--- config.mk ---
export PLATFORM = sky130hd
export DESIGN_NAME = fetch_ctrl
export DESIGN_NICKNAME = d
export VERILOG_FILES = /design/src/rtl/fetch_ctrl.sv
export SDC_FILE = /design/constraint.sdc
export NUM_CORES = 1
export LEC_CHECK = 0
export BUFFER_PORTS_ARGS = -buffer_cell sky130_fd_sc_hd__buf_2
export CAP_MARGIN = 25
export CORE_MARGIN = 10
export CORE_UTILIZATION = 52
export CTS_CLUSTER_DIAMETER = 150
export CTS_CLUSTER_SIZE = 14
export DETAILED_ROUTE_END_ITERATION = 16
export MAX_ROUTING_LAYER = met4
export PLACE_DENSITY = 0.8
export SETUP_SLACK_MARGIN = 0.02
export SYNTH_ARGS = -nofsm -noshare
export SYNTH_HDL_FRONTEND = slang
export SYNTH_SLANG_ARGS = --single-unit
--- constraint.sdc ---
create_clock -name clk -period 2.13 [get_ports clk]
set_input_delay 0.213 -clock clk [delete_from_list [all_inputs] [get_ports clk]]
set_output_delay 0.213 -clock clk [all_outputs]
set_load 0.02 [all_outputs]
--- src/rtl/fetch_ctrl.sv ---
// Fetch controller for the 8-bit pipelined core.
// Owns the PC, drives the instruction-memory address, assembles one- and two-byte
// instructions and loads the IF/ID register. It carries out the stall, redirect
// and bubble requests made by the hazard unit.
module fetch_ctrl #(
    parameter int unsigned        ADDR_W         = 8,
    parameter int unsigned        INSTR_W        = 8,
    parameter logic [ADDR_W-1:0]  RESET_VEC_ADDR = '0,
    parameter logic [3:0]         TWO_BYTE_OPC   = 4'hC
) (
    input  logic               clk,
    input  logic               rst,
    input  logic               pc_en,
    input  logic               if_id_en,
    input  logic               flush,
    input  logic [ADDR_W-1:0]  bt_target,
    output logic [ADDR_W-1:0]  imem_addr,
    input  logic [INSTR_W-1:0] imem_data,
    output logic [INSTR_W-1:0] if_id_instr,
    output logic [INSTR_W-1:0] if_id_imm,
    output logic [ADDR_W-1:0]  if_id_pc1,
    output logic               if_id_valid,
    output logic               id_ex_bubble
);

    typedef enum logic [1:0] {StBoot, StRun, StImm} state_e;

    state_e              state_q;
    logic [ADDR_W-1:0]   pc_q;
    logic [INSTR_W-1:0]  pending_q;

    logic [ADDR_W-1:0]   pc_inc;
    logic                advance;
    logic                is_two_byte;

    // A disagreement between the two enables counts as a stall, not as progress.
    assign advance     = pc_en & if_id_en;
    assign pc_inc      = pc_q + ADDR_W'(1);
    assign is_two_byte = (imem_data[INSTR_W-1 -: 4] == TWO_BYTE_OPC);

    // Boot reads the reset vector; afterwards the PC addresses memory.
    assign imem_addr = (state_q == StBoot) ? RESET_VEC_ADDR : pc_q;

    // ID/EX must take a NOP whenever IF/ID is not presenting a fresh, real instruction.
    assign id_ex_bubble = (state_q == StBoot) | flush | ~if_id_en | ~if_id_valid;

    // Fetch FSM: PC, pending opcode and IF/ID register update together.
    always_ff @(posedge clk) begin
        if (rst) begin
            state_q     <= StBoot;
            pc_q        <= '0;
            pending_q   <= '0;
            if_id_instr <= '0;
            if_id_imm   <= '0;
            if_id_pc1   <= '0;
            if_id_valid <= 1'b0;
        end else begin
            case (state_q)
                StBoot: begin
                    pc_q    <= ADDR_W'(imem_data);
                    state_q <= StRun;
                end
                StRun, StImm: begin
                    if (flush) begin
                        // Redirect wins over any stall and squashes a half-built instruction.
                        pc_q        <= bt_target;
                        pending_q   <= '0;
                        if_id_instr <= '0;
                        if_id_imm   <= '0;
                        if_id_pc1   <= '0;
                        if_id_valid <= 1'b0;
                        state_q     <= StRun;
                    end else if (advance) begin
                        pc_q <= pc_inc;
                        if (state_q == StImm) begin
                            if_id_instr <= pending_q;
                            if_id_imm   <= imem_data;
                            if_id_pc1   <= pc_inc;
                            if_id_valid <= 1'b1;
                            pending_q   <= '0;
                            state_q     <= StRun;
                        end else if (is_two_byte) begin
                            // Park the opcode and hand decode a NOP while the operand is fetched.
                            pending_q   <= imem_data;
                            if_id_instr <= '0;
                            if_id_imm   <= '0;
                            if_id_pc1   <= '0;
                            if_id_valid <= 1'b0;
                            state_q     <= StImm;
                        end else begin
                            if_id_instr <= imem_data;
                            if_id_imm   <= '0;
                            if_id_pc1   <= pc_inc;
                            if_id_valid <= 1'b1;
                        end
                    end
                end
                default: state_q <= StBoot;
            endcase
        end
    end

endmodule

# --- Yosys cells after proc, flatten, opt, wreduce, memory -nomap -nowiden ---
# Cells that the tools add are included.
totals:
  latchBits: 0
  ff_bits: 43
  inputBits: 21
  ramBits: 0
  mem_bits_ro: 0
  memories: 0
  wordCells: 56
  out_inout_bits: 34
classes:
  order_cmp: 0
  shifts: 0
  n_reduce_logical: 9
  n_addsub: 1
  div: 0
  muxes: 28
  bitwise_logic: 6
  eq_ne: 5
  mul: 0
ops:
  columns: ["op", "n"]
  rows:
  - ["$mux 8", 18]
  - ["$pmux 8 s2", 1]
  - ["$add 8x1->8 const B", 1]
  - ["$mux 2", 4]
  - ["$reduce_and 2->1", 3]
  - ["$eq 4x4->1 const B", 1]
  - ["$mux 1", 4]
  - ["$ne 4x4->1 const B", 1]
  - ["$pmux 2 s2", 1]
  - ["$reduce_bool 2->1", 2]
  - ["$ne 3x3->1 const B", 1]
  - ["$or 1x1->1", 3]
  - ["$reduce_and 3->1", 1]
  - ["$reduce_bool 3->1", 1]
  - ["$eq 2x1->1 const B", 1]
  - ["$eq 2x2->1 const B", 1]
  - ["$logic_not 2->1", 1]
  - ["$not 1->1", 2]
  - ["$reduce_or 2->1", 1]
  - ["$and 1x1->1", 1]

# --- Longest topological paths before layout ---
depth:
  ltp_word: 6
  ltp_mapped: 8

# --- Least setup slack after synthesis ---
# Ideal clock, no wire load.
synth_path:
  kind: "flip-flop to flip-flop"
  from: "register state_q[0]"
  to: "register pc_q[0]"
  n_path_buf: 1
  arrival_ps: 1733
  period_less_slack_ps: 1847
  slack_ps: 283
  stages_incl_launch_ff: 8
  cell_sequence: "dfxtp_1 -> inv_1 -> ha_1 -> clkbuf_1 -> and2b_1 -> a21oi_2 -> nor2_1 -> a2111oi_0"
synth_between:
  elab_chain_len: 4
  word_cells_on_any_way: 8
  classes_between: "eq/ne (3); mux (1); reduce/logical (4)"
synth_lines:
  columns: ["item", "line", "rtl"]
  rows:
  - ["start, declared", "28", "state_e state_q;"]
  - ["start signal, assigned", "50", "state_q <= StBoot;"]
  - ["start signal, assigned", "61", "state_q <= StRun;"]
  - ["start signal, assigned", "72", "state_q <= StRun;"]
  - ["$eq 2x2->1 / $eq 2x1->1 (equally long branches)", "58", "case (state_q)"]
  - ["$reduce_or 2->1", "58", null]
  - ["$ne 3x3->1 (no source line) / $reduce_bool 2->1 (equally long branches)", null, null]
  - ["$reduce_and 2->1 (no source line)", null, null]
  - ["end signal, assigned", "60", "pc_q <= ADDR_W'(imem_data);"]
  - ["end signal, assigned", "66", "pc_q <= bt_target;"]
  - ["end signal, assigned", "74", "pc_q <= pc_inc;"]
  - ["end, declared", "29", "logic [ADDR_W-1:0] pc_q;"]
# Parallel ways exist; a longest one is shown, timed or not.
# A chain may end at the register's enable or synchronous reset.

# --- Final worst setup path ---
layout_path:
  from: "register state_q[0]"
  to: "register pending_q[6]"
layout_between:
  elab_chain_len: 4
  word_cells_on_any_way: 8
  classes_between: "eq/ne (2); mux (3); reduce/logical (3)"
layout_lines:
  columns: ["item", "line", "rtl"]
  rows:
  - ["$eq 2x2->1", "58, 75", null]
  - ["$mux 8", "75", "if (state_q == StImm) begin"]
  - ["$mux 8", "73", "end else if (advance) begin"]
  - ["$mux 8", "64", "if (flush) begin"]
  - ["end signal, assigned", "84", "pending_q <= imem_data;"]
  - ["end, declared", "30", "logic [INSTR_W-1:0] pending_q;"]
# Parallel ways exist; a longest one is shown, timed or not. The select of a mux whose other input is x is not followed.

==> run summary <==
======================================================================================
Outcome                                                                   finished clean
Count of clock tree sinks                                                           43
Number of global-route vias before repair                                         2112
Drt first pass iters                                                                 4
Fillers                                                                            365
GRT Util Overall                                                                 0.166
Top Ports                                                                           55
Global-route wire length before repair                                         9850 um
Area delta synth->final                                                          20.8%
Final setup TNS                                                                   0 ns
Total of buffers placed on input and output ports                                   54
Setup repair bufs after CTS                                                          0
Number of failing hold endpoints at the final stage                                  0
VDD IR max                                                                    0.656 mV
Power density over the cells                                               913 nW/um^2
DR vias                                                                           2088
Transition time of the tightest slew-check pin                                0.583 ns
Via density                                                                       5.67
Finished Cell Area                                                          2600 sq um
Sequential area share after synthesis                                            0.400
Drt total wl                                                                   5740 um
Post_cts resized                                                                     0
Cell type contributing the most total cell area after synthesis                dfxtp_1
Element type at the critical path end                                        flip-flop
Worst hold path type                                                      input pin to flip-flop
Final cycle utilization of the critical path                                     0.918
Count of final max-slew check failures                                               0
Placement-stage cell area                                                   2490 sq um
Register bit total from synthesis                                                   43
Share of async-settable or async-resettable flops after synthesis                    0
Standard-cell row count                                                             23
Clk slew on worst S/H paths                                                    0.09 ns
Post-synthesis cell area                                                    2150 sq um
Number of distinct standard cells referenced by the synthesized netlist             47
Total setup violations reported at the end of the flow                               0
Critical Setup Path Class                                                 flip-flop to flip-flop
Hold bufs inserted after CTS                                                         0
Residual overflow from global routing                                                0
Clock latency at the later pin of the worst-skew pair                          0.31 ns
Vertical die dimension                                                         84.4 um
Core region area                                                            4000 sq um
Primary flip-flop cell chosen by synthesis mapping                             dfxtp_1
Area contributors post-synth                                              dfxtp_1, nand2_1, a21oi_1, nor2_1, a22oi_1
Effective utilization at floorplan                                               0.538
Max Clock Skew                                                              0.00709 ns
Ant diodes                                                                           0
Initial drt markers                                                                147
Data arrival time at the worst-slack endpoint                                  2.20 ns
CTS tree                                                                          done
Crit-path max FO                                                                    15
Number of nets in the finished design                                              343
Maximum number of buffers from clock root to sink                                    2
CTS Root Cell                                                                 clkbuf_8
Wire length per cell after detailed routing                                    15.6 um
CP required                                                                    2.37 ns
Maximum clock frequency                                                        511 MHz
Die outline width                                                              84.4 um
Syn_nets                                                                           291
Number of DRC violations after detailed routing                                      0
Max-capacitance violation count                                                      0
Number of nets with antenna violations after routing                                 0
Hold_ws                                                                       0.203 ns
Share of final-layout standard cells stronger than drive strength 1              0.236
Htree depth                                                                          2
Syn avg cell area                                                           8.13 sq um
Synthesized instance count                                                         265
Maximum number of pins on one net before global-route repair                        34
Worst setup SP type                                                          flip-flop
Number of enable flip-flop cells after synthesis                                     0
Total CTS buffers                                                                    5
Area of the die                                                             7110 sq um
Hpwl dp                                                                        4230 um
Period minus WS final                                                          1.96 ns
GP Congestion                                                                    0.874
Leakage                                                                        1.09 nW
Synth top area share                                                             0.400
Number of antenna violations at the first check in global routing                    0
Setup repair after global routing missed its margin                                 no
Synth warnings                                                                       0
Normalized max-slew margin                                                       0.611
======================================================================================
-- per-layer routing --
metal  vias to the layer above  routed length, um  global-route usage  share of wire
li1                       1040                  -                   -              -
met2                        71               2600               0.263           0.45
met4                         0                 82              0.0524          0.014
met1                       967               2680               0.199           0.47
met5                         -                  0                   -              0
met3                        10                368              0.0454          0.064
-- kinds of logic after synthesis --
family	Yosys count	share of synthesized area
compound gates	65	0.193
xor+xnor	6	0.0244
fa+ha+maj	5	0.0291
buf+inv	22	0.0389
flops	43	0.400
mux	6	0.0291
simple gates	118	0.285
-- layout by cell type, fill, tap and decap left out, types with 3 or more instances in the layout --
master,count
dfxtp_1,43
o31ai_1,3
mux2i_1,4
nor3_1,5
nor2b_1,10
nand2_1,32
nand2b_1,12
inv_1,3
ha_1,5
nand4_1,5
nand3b_1,3
nand3_1,11
o21ai_0,3
a21oi_1,23
o211ai_1,4
xnor2_1,4
buf_2,54
nor2_1,25
a22oi_1,11
clkbuf_8,5
buf_4,10
o21ai_1,7
-- worst paths after layout --
path | start | end | slack (ns) | cells after the start
worst max-delay path | state_q[0] | pending_q[6] | 0.17 | 6
worst min-delay path | imem_data[0] | if_id_imm[0] | 0.20 | 3
worst max register to register | state_q[0] | pending_q[6] | 0.17 | 6
worst min register to register | pending_q[0] | pending_q[0] | 0.45 | 2
-- synthesized netlist by cell type, drive strengths merged, types with 10 or more instances --
master  count
dfxtp      43
nand2      32
nor2       25
a21oi      24
clkbuf     14
nand2b     12
nand3      12
a22oi      11
nor2b      10
o21ai      10
-- cell type report --
cell class	count	area [sq um]	share of cell area
Timing Repair Buffer	64	345	0.133
Clock inverter	3	43.8	0.0168
Tap cell	50	62.6	0.0241
Clock buffer	5	68.8	0.0265
Multi-Input combinational cell	200	1210	0.465
Inverter	3	11.3	0.00433
Sequential cell	43	861	0.331
-- sequential cells by signal (all words and copies together), names as in the netlist --
name / count
if_id_instr: 8
if_id_imm: 8
if_id_pc1: 8
pc_q: 8
pending_q: 8
state_q: 2
if_id_valid: 1
-- stage by stage --
step,power [mW],setup WS [ns],util,std cells
5_1_grt,2.51,0.0209,0.650,368
6_report,2.38,0.174,0.650,368
2_1_floorplan,1.49,0.283,-,265
3_3_place_gp,1.72,0.319,0.622,360
4_1_cts,2.38,0.206,0.650,368
3_5_place_dp,1.74,0.235,0.622,360
-- worst max-delay path, cell delays in order (launching register included) --
cell     delay [ns]
dfxtp_1        0.37
inv_1          0.09
ha_1           0.39
buf_4          0.23
and2_1         0.46
nand4_1        0.19
a21oi_1        0.15
-- report_power, final --
part / leakage [nW] / internal, mW / switching [mW] / total [mW]
combinational: 0.682 / 0.302 / 0.476 / 0.778
sequential: 0.349 / 0.874 / 0.0759 / 0.950
clock: 0.0581 / 0.349 / 0.299 / 0.648
total: 1.09 / 1.53 / 0.851 / 2.38
Note: power is estimated with default switching activity, not from simulation.
